==> config.mk <==
export PLATFORM = sky130hd
export DESIGN_NAME = piso_shift_tx
export DESIGN_NICKNAME = d
export VERILOG_FILES = /design/src/rtl/piso_shift_tx.sv
export SDC_FILE = /design/constraint.sdc
export NUM_CORES = 1
export LEC_CHECK = 0
export CELL_PAD_IN_SITES_DETAIL_PLACEMENT = 2
export CELL_PAD_IN_SITES_GLOBAL_PLACEMENT = 2
export CORE_UTILIZATION = 34
export DETAILED_ROUTE_END_ITERATION = 8
export PLACE_DENSITY_LB_ADDON = 0.2
export SLEW_MARGIN = 20
export SYNTH_ARGS = -nofsm -noshare
export SYNTH_HDL_FRONTEND = slang
export SYNTH_SLANG_ARGS = --single-unit
==> constraint.sdc <==
create_clock -name clk -period 5.22 [get_ports clk]
set_input_delay 1.044 -clock clk [delete_from_list [all_inputs] [get_ports clk]]
set_output_delay 1.044 -clock clk [all_outputs]
set_load 0.05 [all_outputs]
==> src/rtl/piso_shift_tx.sv <==
// ============================================================================
// piso_shift_tx -- parallel-in / serial-out transmitter
//
// Purpose:
//   Accepts a WIDTH-bit word through a valid/ready handshake and drives it
//   out one bit per enabled clock on ser_out, qualified by ser_valid. A
//   one-cycle done pulse follows the last bit. This is the driving end of a
//   serial bit link whose far end captures one bit per clock.
//
// Parameters:
//   WIDTH      data word width in bits (>= 2)
//   LSB_FIRST  1 = bit 0 transmitted first, 0 = bit WIDTH-1 first
//
// Ports:
//   clk         rising-edge clock
//   rst         asynchronous active-low reset (0 = reset)
//   load_valid  load_data is valid
//   load_ready  block can accept a word (registered)
//   load_data   parallel word to send
//   shift_en    advance the serial stream this cycle; 0 = stall
//   ser_out     serial data bit (registered)
//   ser_valid   ser_out carries a data (or parity) bit (registered)
//   busy        word in flight (registered)
//   done        one-cycle pulse after the last bit (registered)
//
// Optional feature:
//   PISO_PARITY_EN  when defined, an even-parity bit (XOR of all captured
//                   data bits) is sent after the last data bit, subject to
//                   the same shift_en stall rule.
// ============================================================================
module piso_shift_tx #(
    parameter int WIDTH     = 8,
    parameter bit LSB_FIRST = 1'b1
) (
    input  logic             clk,
    input  logic             rst,
    input  logic             load_valid,
    output logic             load_ready,
    input  logic [WIDTH-1:0] load_data,
    input  logic             shift_en,
    output logic             ser_out,
    output logic             ser_valid,
    output logic             busy,
    output logic             done
);

    localparam int CW = $clog2(WIDTH + 1);
    localparam logic [CW-1:0] LAST_CNT = CW'(WIDTH);

`ifdef PISO_PARITY_EN
    typedef enum logic [1:0] {
        IDLE   = 2'd0,
        SHIFT  = 2'd1,
        PARITY = 2'd2,
        DONE   = 2'd3
    } state_t;
`else
    typedef enum logic [1:0] {
        IDLE  = 2'd0,
        SHIFT = 2'd1,
        DONE  = 2'd3
    } state_t;
`endif

    state_t          state;
    logic [WIDTH-1:0] shreg;   // bits not yet driven, next one at the head
    logic [CW-1:0]    cnt;     // number of data bits already driven
`ifdef PISO_PARITY_EN
    logic             par;     // even parity of the captured word
`endif

    // Bit that leaves the register next, depending on transmit order.
    function automatic logic head(input logic [WIDTH-1:0] w);
        return LSB_FIRST ? w[0] : w[WIDTH-1];
    endfunction

    // Register contents after the head bit has been consumed.
    function automatic logic [WIDTH-1:0] advance(input logic [WIDTH-1:0] w);
        return LSB_FIRST ? {1'b0, w[WIDTH-1:1]} : {w[WIDTH-2:0], 1'b0};
    endfunction

    // NOTE: every registered signal uses non-blocking assignments so all
    // outputs update together from the pre-edge state; blocking here would
    // make the result depend on statement order.
    always_ff @(posedge clk or negedge rst) begin
        if (!rst) begin
            state      <= IDLE;
            shreg      <= '0;
            cnt        <= '0;
            ser_out    <= 1'b0;
            ser_valid  <= 1'b0;
            busy       <= 1'b0;
            done       <= 1'b0;
            load_ready <= 1'b1;
`ifdef PISO_PARITY_EN
            par        <= 1'b0;
`endif
        end else begin
            case (state)
                IDLE: begin
                    if (load_valid) begin
                        // First bit goes out immediately; the register keeps
                        // only the bits still to be sent.
                        ser_out    <= head(load_data);
                        shreg      <= advance(load_data);
                        cnt        <= CW'(1);
                        ser_valid  <= 1'b1;
                        busy       <= 1'b1;
                        load_ready <= 1'b0;
`ifdef PISO_PARITY_EN
                        par        <= ^load_data;
`endif
                        state      <= SHIFT;
                    end
                end

                SHIFT: begin
                    // shift_en=0 leaves everything untouched (stall).
                    if (shift_en) begin
                        if (cnt != LAST_CNT) begin
                            ser_out <= head(shreg);
                            shreg   <= advance(shreg);
                            cnt     <= cnt + CW'(1);
                        end else begin
`ifdef PISO_PARITY_EN
                            ser_out <= par;
                            state   <= PARITY;
`else
                            ser_out   <= 1'b0;
                            ser_valid <= 1'b0;
                            done      <= 1'b1;
                            state     <= DONE;
`endif
                        end
                    end
                end

`ifdef PISO_PARITY_EN
                PARITY: begin
                    if (shift_en) begin
                        ser_out   <= 1'b0;
                        ser_valid <= 1'b0;
                        done      <= 1'b1;
                        state     <= DONE;
                    end
                end
`endif

                DONE: begin
                    // Single-cycle state, independent of shift_en.
                    done       <= 1'b0;
                    busy       <= 1'b0;
                    load_ready <= 1'b1;
                    cnt        <= '0;
                    state      <= IDLE;
                end

                default: begin
                    state      <= IDLE;
                    ser_out    <= 1'b0;
                    ser_valid  <= 1'b0;
                    busy       <= 1'b0;
                    done       <= 1'b0;
                    load_ready <= 1'b1;
                    cnt        <= '0;
                end
            endcase
        end
    end

endmodule

# After elaboration in Yosys (flattened, before gate mapping)

Cells that the tools add are included.

Register bits: 19
Input bits: 12
Logic and storage cells: 54

Add/subtract/negate cells: 1
Equality and inequality tests: 7
Muxes and demuxes: 26
Bitwise operators: 3
Reduce and logical (&&, ||, !) cells: 9

Operators by type and width:

| kind                                                                   | number |
|---|---|
| 8-bit two-way mux                                                      | 3 |
| 8-bit one-hot mux with 2 select lines                                  | 1 |
| 4-bit two-way mux                                                      | 3 |
| 3-bit AND reduction                                                    | 4 |
| 1-bit two-way mux                                                      | 9 |
| 2-bit inequality test (second input constant)                          | 4 |
| 4-bit one-hot mux with 2 select lines                                  | 1 |
| 4-bit AND reduction                                                    | 2 |
| 2-bit two-way mux                                                      | 3 |
| 1-bit one-hot mux with 2 select lines                                  | 3 |
| 1-bit one-hot mux with 3 select lines                                  | 2 |
| 4-bit by 1-bit adder with 4-bit output (second input constant)         | 1 |
| 4-bit inequality test (second input constant)                          | 1 |
| 2-bit one-hot mux with 2 select lines                                  | 1 |
| 1-bit inverter                                                         | 3 |
| 2-bit by 1-bit equality test with 1-bit output (second input constant) | 1 |
| 2-bit equality test (second input constant)                            | 1 |
| 2-bit logical NOT                                                      | 1 |
| 2-bit AND reduction                                                    | 1 |
| 2-bit nonzero test                                                     | 1 |

# Depth between registers and ports, before layout

Gate-level depths: netlist of the first run.

Word-level depth: 4
Depth in mapped cells: 5

# Least setup slack after synthesis of the first run

No wires, ideal clock.

Path type: input to register
Start point: in load_valid
End point: reg shreg[0]
Setup time: 0.125 ns
Arrival time: 1.925 ns
Data required time: 5.095 ns
Slack: 3.171 ns
Stages on the path: 3
Path buffers: 0
Cell sequence: nand2b_1 a221oi_4 mux2_2

Word-level cells in the longest chain between the ends: 2

RTL lines:

| element                         | line | source |
|---|---|---|
| start: declaration              | 37   | `input logic load_valid,` |
| 2-bit inequality test (no line) | -    |  |
| 4-bit AND reduction (no line)   | -    |  |
| end signal: assignment          | 105  | `shreg <= advance(load_data);` |
| end signal: assignment          | 122  | `shreg <= advance(shreg);` |
| end: declaration                | 66   | `logic [WIDTH-1:0] shreg;` |

No other way between the ends.
A chain may end at the register's enable or synchronous reset.

# Worst setup path in the final report of the first run

Start point: reg load_ready
End point: out load_ready

RTL lines:

| element                  | line | source |
|---|---|---|
| start: declaration       | 38   | `output logic load_ready,` |
| start signal: assignment | 94   | `load_ready <= 1'b1;` |
| start signal: assignment | 109  | `load_ready <= 1'b0;` |
| start signal: assignment | 153  | `load_ready <= 1'b1;` |

No word-level cell between the ends.

==> results.md, run 1 <==
- Setup TNS: 0 ns
- Number of flops mapped to enable cells by yosys: 0
- Post-CTS Resized: 0
- Syn Inst Count: 84
- CP max stage delay: 0.79 ns
- Share of the synthesized area in the top cell type: 0.463
- Register area share after synthesis: 0.492
- WS Path Type: register to output pin
- Root Buffer: clkbuf_4
- Largest net degree at the start of global routing: 19
- First-pass GRT wire length: 3580 um
- Total length of routed wires: between 2000 and 2500 um
- Fillers: 274
- WP data required: about 4.2 ns
- R2r startpoint: state[0]
- Setup crit start: load_ready
- CTS sink count: 18
- Synthesized net count: 98
- IO Pins: 17
- DRC Markers: 0
- All-Layer GR Usage: 0.177
- Top post-synthesis cells by area: dfrtp_1 (46%), mux2_2 (15%), a221oi_4 (2.9%)
- Max IR drop VDD: between 0.0002 and 0.00025 V
- Pwr Total: 0.652 mW
- Final period utilization: 0.509
- Multi-input gate area: around 430 um2
- Worst R2R Setup Slack: about 3.0 ns
- Asr flop ratio synth: 1.00
- Fraction of layout cells with a size suffix above 1: 0.178
- H-tree depth: 1
- Unrepaired setup endpoints after global routing: no
- Hold WC Path Type: register to register
- TritonCTS clock tree: done
- Crit-path leading delay family: buffers and inverters
- Starting Density: 0.364
- Top-count cell post-synth: dfrtp_1
- Mapped cell area: 918 um2
- Outcome: completed
- Crit path max fanout: 2
- Leak pwr: just under 0.5 nW
- Vias: 717
- TritonCTS Buffers: 3
- Initial DRC count: 5
- WP buf/inv: 1
- Post-DP HPWL: 1650 um
- Slew HR: 0.438
- Final Hold Viols: 0
- Main synth FF type: dfrtp_1
- Vias in the first global route: 719
- Remaining Overflow, GRT: 0
- Std-Cell Rows: 18
- RePlAce Congestion: 0.734
- Buffers on Ports: 16
- Pwr Density: about 570 nW/um2
- Crit path depth: 1
- Synth area leader: dfrtp_1
- Top cells by count, synth: dfrtp_1 (17), mux2_2 (12), inv_1 (6), nor2_1 (6), nand2_1 (5)
- Avg Cell Area, Syn: 10.9 um2
- Worst Setup EP: load_ready
- CP Capture Type: output pin
- Die H: 54.0 um
- Die X-Extent: 54.0 um
- Peak Freq: 0.376 GHz
- Via density: 5.47
- Drt wl/cell: between 15 and 20 um
- Sequential Area: 452 um2
- CP Launch Type: register
- Clock skew: 0.00261 ns
- Initial antenna violation count: 0
- Hold-fix buffers, CTS: 0
- Maxcap violations: 0
- Clock period minus worst slack: approximately 2.7 ns
- Slew Limit Fails: 0
- Die footprint: 2910 um2
- Clock tree buffer depth: 2
- Synth Warn #: 0
- DRT antenna net count: 0
- Core area: about 2500 um2
- # Post-CTS Setup Buffers: 0
- Final nets: 116
- R2R depth: 3
- First drt pass iteration count: 2
- Synth-to-Final Area Change: 24.0%
- Critical path's slowest cell: clkdlybuf4s50_1
- Endpoints failing setup: 0
- Worst-margin pin slew: about 0.84 ns
- Inserted Diodes: 0
- Critical path data arrival time: between 1.5 and 2 ns
- CP Cell Sequence: clkdlybuf4s50_1
- Clock Latency Late Sink: 0.29 ns
- Synthesized flop and latch total: 18
- Yosys cell types: 28
- Clk pin slew, worst setup/hold paths: 0.11 ns
- Worst R2R End: shreg[0]
- Hold Path Stages: 2
==> worst reg2reg max path, cell delays in order (launching register included) <==
cell	delay, ns
dfrtp_1	0.69
nor2b_1	0.71
mux2_2	0.43
mux2_2	0.26
==> stage by stage <==
step                utilization  setup slack, ns  cell area, um2  hold WS [ns]  std cells
global route              0.451             2.49            1140         0.496        131
detailed placement        0.437             2.39            1100         0.454        127
CTS                       0.451             2.54            1140         0.472        131
floorplan                     -             3.17             918         0.475         84
finish                    0.451             2.56            1140         0.470        131
global placement          0.437             2.41            1100         0.446        127
==> per-layer routing <==
layer	vias up	track usage	wire, um
met5	-	0	0
met4	0	0.0385	12
met3	2	0.0339	55
met2	11	0.309	1090
met1	368	0.225	1040
li1	336	-	-
==> placed cells by master, fill, tap and decap left out, drive strengths merged, types with 2 or more instances in the layout <==
cell type / instances
nor3: 2
inv: 6
nor2: 6
mux2: 12
o21ai: 2
nand2: 5
nand2b: 2
o22ai: 2
clkdlybuf4s50: 16
clkbuf: 4
a211oi: 2
dfrtp: 17
a32oi: 2
ha: 2
a21oi: 4
o32ai: 2
nand3: 2
nor2b: 3
==> worst min-delay path by stage <==
stage | start | endpoint
global placement | load_ready | load_ready
CTS | load_ready | load_ready
global route | load_ready | load_ready
finish | load_ready | load_ready
detailed placement | load_ready | load_ready
floorplan | shreg[1] | shreg[1]
==> flip-flops by register name, summed over array words and instances (netlist names) <==
| signal | count |
|---|---|
| cnt | 4 |
| done | 1 |
| ser_valid | 1 |
| load_ready | 1 |
| ser_out | 1 |
| busy | 1 |
| shreg | 7 |
| state | 2 |
==> where the power goes <==
group          internal (mW)  switching (mW)
Combinational          0.144           0.171
Clock                 0.0424          0.0440
Sequential             0.198          0.0528
Total                  0.385           0.268
==> area by class of cell <==
| class | count | share of cell area |
|---|---|---|
| Inverter | 6 | 0.0198 |
| Timing Repair Buffer | 16 | 0.141 |
| Tap cell | 30 | 0.0330 |
| Multi-Input combinational cell | 57 | 0.378 |
| Clock buffer | 4 | 0.0319 |
| Sequential cell | 18 | 0.397 |
==> cells by family (layout without fill, tap and decap cells) <==
group | count (synthesis) | after routing | synth area share
AOI/OAI and AO/OA | 16 | 16 | 0.139
muxes | 12 | 12 | 0.147
buffers and inverters | 9 | 26 | 0.0395
adders and majority gates | 2 | 2 | 0.0272
and+or+nand+nor | 26 | 26 | 0.146
xor gates and xnor gates | 1 | 1 | 0.00954
DFF | 18 | 18 | 0.492
No activity file was read; power rests on OpenSTA's default activity.
==> run 2, diff against run 1 <==
CORE_UTILIZATION = 29   (was 34)
clock period = 2.4 ns   (was 5.22 ns; I/O delays follow)
==> run 2 against run 1 <==
Compared with the run above: cell area up 4.8%; non-clock buffer count grew 5; clock skew fell by 0.00067 ns; sequential cell count unchanged; worst setup slack worse by 2.3 ns; largest cell class unchanged; count of clock-buffer cells in the layout did not move; routed wire length grew 7.0%; combinational power is 130% higher; sequential power is 110% higher; worst hold slack gained 0.012 ns.
==> results.md, run 2 (synthesized netlist as in run 1, its figures left out) <==
- Outcome: completed
- Critical path's slowest cell: clkdlybuf4s50_1
- Total length of routed wires: 2350 um (+7.0%)
- CTS sink count: 18 (unchanged)
- Clock period minus worst slack: ~2.1 ns
- CP Capture Type: output pin
- Max IR drop VDD: 0.000299 V (+28%)
- Initial antenna violation count: 0 (unchanged)
- Dpl cell area: 1160 um2 (+5.0%)
- DRT antenna net count: 0 (unchanged)
- Core area: 3030 um2 (+20%)
- Post-DP HPWL: 1700 um (+2.8%)
- Post-CTS Resized: 0 (unchanged)
- Root Buffer: clkbuf_4
- Leak pwr: 0.521 nW (+4.7%)
- Clock skew: 0.00194 ns (-0.000669 ns)
- Max FFs per register: 7 (unchanged)
- TritonCTS Buffers: 3 (unchanged)
- First-pass GRT wire length: 3950 um (+10%)
- Worst R2R End: shreg[3]
- Top Registers: shreg (7), cnt (4), state (2)
- Crit path max fanout: 2 (unchanged)
- IO Pins: 17 (unchanged)
- Std-Cell Rows: 20 (+2)
- Starting Density: 0.303 (-0.0608)
- Peak Freq: 0.474 GHz
- Clock Latency Late Sink: 0.29 ns (about the same)
- # Post-CTS Setup Buffers: 0 (unchanged)
- Clock tree buffer depth: 2 (unchanged)
- Unrepaired setup endpoints after global routing: no
- Setup TNS: 0 ns (unchanged)
- R2r startpoint: cnt[0]
- Worst R2R Setup Slack: 0.49 ns (-2.54 ns)
- WP data required: 1.92 ns (-2.26 ns)
- Initial DRC count: 19 (+14)
- Die footprint: 3400 um2 (+17%)
- CP max stage delay: 0.79 ns (about the same)
- Via density: 4.87 (-11%)
- Hold WC Path Type: register to register
- RePlAce Congestion: 0.739 (+0.67%)
- Die X-Extent: 58.3 um (+8.0%)
- Inserted Diodes: 0 (unchanged)
- Commonest non-fill, non-tap cell in the layout: dfrtp_1
- Final nets: 121 (+4.3%)
- Slew HR: 0.671 (+0.233)
- Worst-margin pin slew: 0.493 ns (-0.348 ns)
- First drt pass iteration count: 4 (+2)
- Largest net degree at the start of global routing: 19 (unchanged)
- Vias in the first global route: 826 (+15%)
- Synth-to-Final Area Change: 30.0%
- WS Path Type: register to output pin
- Crit-path leading delay family: buffers and inverters
- Setup crit start: load_ready
- Slew Limit Fails: 0 (unchanged)
- R2R depth: 5 (+2)
- Fillers: 327 (+19%)
- WP buf/inv: 1 (unchanged)
- CP Launch Type: register
- Hold-fix buffers, CTS: 0 (unchanged)
- All-Layer GR Usage: 0.158 (-0.0194)
- TritonCTS clock tree: done
- Die H: 58.3 um (+8.0%)
- Critical path data arrival time: 1.63 ns (+0.02 ns)
- Worst Setup EP: load_ready
- Most frequent cells in the layout: dfrtp_1 (17), clkdlybuf4s50_1 (16), mux2_2 (12)
- Clk pin slew, worst setup/hold paths: 0.11 ns (about the same)
- Remaining Overflow, GRT: 0 (unchanged)
- Maxcap violations: 0 (unchanged)
- Fraction of layout cells with a size suffix above 1: 0.217 (+0.0388)
- Final period utilization: 0.879
- H-tree depth: 1 (unchanged)
- CP Cell Sequence: clkdlybuf4s50_1
- Fin area: 1190 um2 (+4.8%)
- Crit path depth: 1 (unchanged)
- Endpoints failing setup: 0 (unchanged)
- Drt wl/cell: 15.7 um (-6.6%)
- Biggest register: shreg
- DRC Markers: 0 (unchanged)
- Vias: 731 (+2.0%)
- Buffers on Ports: 16 (unchanged)
- Final Hold Viols: 0 (unchanged)
- Pwr Density: 1210 nW/um2 (+110%)
run 2: area by class of cell:
cell class / count / area, um2 / share of cell area
flip-flops and latches: 18 / 452 / 0.378
multi-input cells: 57 / 430 / 0.361
repair buffers: 21 / 198 / 0.166
well taps: 44 / 55.1 / 0.0461
clock buffers: 4 / 36.3 / 0.0304
inverters: 6 / 22.5 / 0.0189
run 2: worst min path at each step:
stage               startpoint         end  slack (ns)  depth (start not counted)
finish              load_ready  load_ready        0.48                          2
global route               rst      cnt[0]        0.50                          2
CTS                 load_ready  load_ready        0.48                          2
detailed placement  load_ready  load_ready        0.46                          2
global placement    load_ready  load_ready        0.45                          2
floorplan                  rst        busy        0.18                          0
run 2: where the power goes:
part           switching [mW]  leakage [nW]  internal (mW)
Sequential             0.0994         0.225          0.432
Clock                   0.102        0.0210         0.0924
Combinational           0.392         0.275          0.333
run 2: metal layers:
metal	vias up	global-route usage	wire, um
met5	-	0	0
met4	0	0.0612	19
met3	2	0.0201	61
met2	11	0.281	1240
met1	376	0.193	1030
li1	342	-	-
run 2: per-stage QoR:
step	utilization	setup slack [ns]	hold slack, ns	cells	power [mW]
2_1_floorplan	-	0.704	0.184	84	1.04
3_3_place_gp	0.382	0.208	0.454	146	1.24
3_5_place_dp	0.382	0.162	0.464	146	1.27
4_1_cts	0.394	0.270	0.483	150	1.48
5_1_grt	0.394	0.246	0.502	150	1.56
6_report	0.394	0.289	0.482	150	1.45
==> run 3, diff against run 2 <==
CELL_PAD_IN_SITES_DETAIL_PLACEMENT = unset   (was 2)
CELL_PAD_IN_SITES_GLOBAL_PLACEMENT = unset   (was 2)
CORE_MARGIN = 4   (was unset)
CORE_UTILIZATION = 45   (was 29)
==> run 3 against run 2 <==
Compared with the run above: largest cell class unchanged; largest power group unchanged; worst hold slack worse by 0.0066 ns; critical endpoint unchanged; global-route usage down 0.77 points; non-clock buffer count down 1; critical path type unchanged.
==> results.md, run 3 (synthesized netlist as in run 1, its figures left out) <==
- Die footprint: 2830 um2 (-17%)
- Critical path's slowest cell: clkdlybuf4s50_1
- Inserted Diodes: 0 (unchanged)
- Final period utilization: 0.880 (about the same)
- WP data required: 1.92 ns (about the same)
- Placed cells: 128 (-12%)
- IO Pins: 17 (unchanged)
- DRC Markers: 0 (unchanged)
- Initial DRC count: 8 (-11)
- Clock period minus worst slack: 2.11 ns (+0.00126 ns)
- Commonest non-fill, non-tap cell in the layout: dfrtp_1
- CTS sink count: 18 (unchanged)
- Clk pin slew, worst setup/hold paths: 0.10 ns (about the same)
- CP Cell Sequence: clkdlybuf4s50_1
- Critical path data arrival time: 1.63 ns (about the same)
- Unrepaired setup endpoints after global routing: no
- Net Sw Frac: 0.396 (-0.0129)
- TritonCTS Buffers: 3 (unchanged)
- Clock skew: 0.00168 ns (-0.000257 ns)
- First-pass GRT wire length: 3020 um (-24%)
- Max FFs per register: 7 (unchanged)
- Endpoints failing setup: 0 (unchanged)
- Slew HR: 0.668 (-0.00271)
- Buffers on Ports: 16 (unchanged)
- Switching power: 0.562 mW (-5.3%)
- Pwr Total: 1.42 mW (-2.2%)
- Clock tree buffer depth: 2 (unchanged)
- WS Path Type: register to output pin
- Pre-CTS setup slack: 0.198 ns (+0.0365 ns)
- All-Layer GR Usage: 0.150 (-0.00771)
- Vias in the first global route: 679 (-18%)
- Non-filler cells in the finished layout: 132 (-12%)
- # Post-CTS Setup Buffers: 0 (unchanged)
- RePlAce Congestion: 0.814 (+10%)
- Maxcap violations: 0 (unchanged)
- Worst-margin pin slew: 0.497 ns (+0.00405 ns)
- Internal: 0.857 mW (about the same)
- Synth-to-Final Area Change: 26.8%
- Util after Layout: 0.600 (+0.206)
- Crit-path leading delay family: buffers and inverters
- Most frequent cells in the layout: dfrtp_1 (17), clkdlybuf4s50_1 (16), mux2_2 (12)
- Worst R2R End: shreg[5]
- Crit path depth: 1 (unchanged)
- Final Hold Viols: 0 (unchanged)
- Largest net degree at the start of global routing: 19 (unchanged)
- Core area: 1940 um2 (-36%)
- CP Launch Type: register
- Via density: 5.22 (+7.1%)
- Final hold slack: 0.475 ns (-0.00660 ns)
- Setup TNS: 0 ns (unchanged)
- Vias: 689 (-5.7%)
- Seq pwr share: 0.384 (+0.018)
- Root Buffer: clkbuf_4
- Top Registers: shreg (7), cnt (4), state (2)
- Clock Latency Late Sink: 0.29 ns (about the same)
- Hold WC Path Type: register to register
- Outcome: completed
- Hold-fix buffers, CTS: 0 (unchanged)
- Max IR drop VDD: 0.000577 V (+93%)
- Std-Cell Rows: 16 (-20%)
- Peak Freq: 0.473 GHz (about the same)
- TritonCTS clock tree: done
- Starting Density: 0.473 (+0.170)
- Slew Limit Fails: 0 (unchanged)
- R2r startpoint: cnt[0]
- Total length of routed wires: 1810 um (-23%)
- First drt pass iteration count: 4 (unchanged)
- DRT antenna net count: 0 (unchanged)
- CP max stage delay: 0.79 ns (about the same)
- Final setup margin: 0.288 ns (-0.00126 ns)
- H-tree depth: 1 (unchanged)
- Die X-Extent: 53.2 um (-8.8%)
- Post-CTS Resized: 0 (unchanged)
- Hold Startpoint: load_ready
- CP Capture Type: output pin
- Sink of the worst hold path: load_ready
- Drt wl/cell: 13.7 um (-12%)
- Worst R2R Setup Slack: 0.52 ns (+0.03 ns)
- Post-DP HPWL: 1350 um (-20%)
- Biggest register: shreg
- WP buf/inv: 1 (unchanged)
- Crit path max fanout: 2 (unchanged)
- Clk network pwr share: 0.130 (-0.004)
- Leak pwr: 0.515 nW (-1.0%)
- Dpl cell area: 1130 um2 (-2.5%)
- Fin area: 1160 um2 (-2.4%)
- Die H: 53.2 um (-8.8%)
- Hold Path Stages: 2 (unchanged)
- Fraction of layout cells with a size suffix above 1: 0.210 (-0.00746)
- R2R depth: 5 (unchanged)
- Final nets: 120 (-0.83%)
- Remaining Overflow, GRT: 0 (unchanged)
- Initial antenna violation count: 0 (unchanged)
- Comb pwr share: 0.485 (-0.015)
- Pwr Density: 1220 nW/um2 (+0.22%)
run 3: worst max path at each step:
stage / startpoint / slack [ns] / to
floorplan: cnt[0] / 0.70 / shreg[0]
global placement: load_valid / 0.23 / shreg[2]
detailed placement: load_valid / 0.20 / shreg[5]
CTS: load_ready / 0.27 / load_ready
global route: load_ready / 0.24 / load_ready
finish: load_ready / 0.29 / load_ready
run 3: area by class of cell:
cell class | count | area (um2)
well taps | 27 | 33.8
multi-input cells | 57 | 430
clock buffers | 4 | 36.3
repair buffers | 20 | 190
flip-flops and latches | 18 | 452
inverters | 6 | 22.5
fillers | 171 | 777
run 3: per-layer routing:
metal  up-vias  global-route usage  part of all wire
met5         -                   0                 0
met4         0              0.0766            0.0066
met3         2              0.0254             0.045
met2        11               0.242              0.49
met1       334               0.191              0.45
li1        342                   -                 -
run 3: power groups by stage:
stage / Sequential (mW) / Combinational (mW) / Clock [mW]
global route: 0.563 / 0.749 / 0.206
global placement: 0.541 / 0.678 / 0
floorplan: 0.642 / 0.394 / 0
CTS: 0.544 / 0.697 / 0.194
detailed placement: 0.550 / 0.696 / 0
finish: 0.545 / 0.688 / 0.185
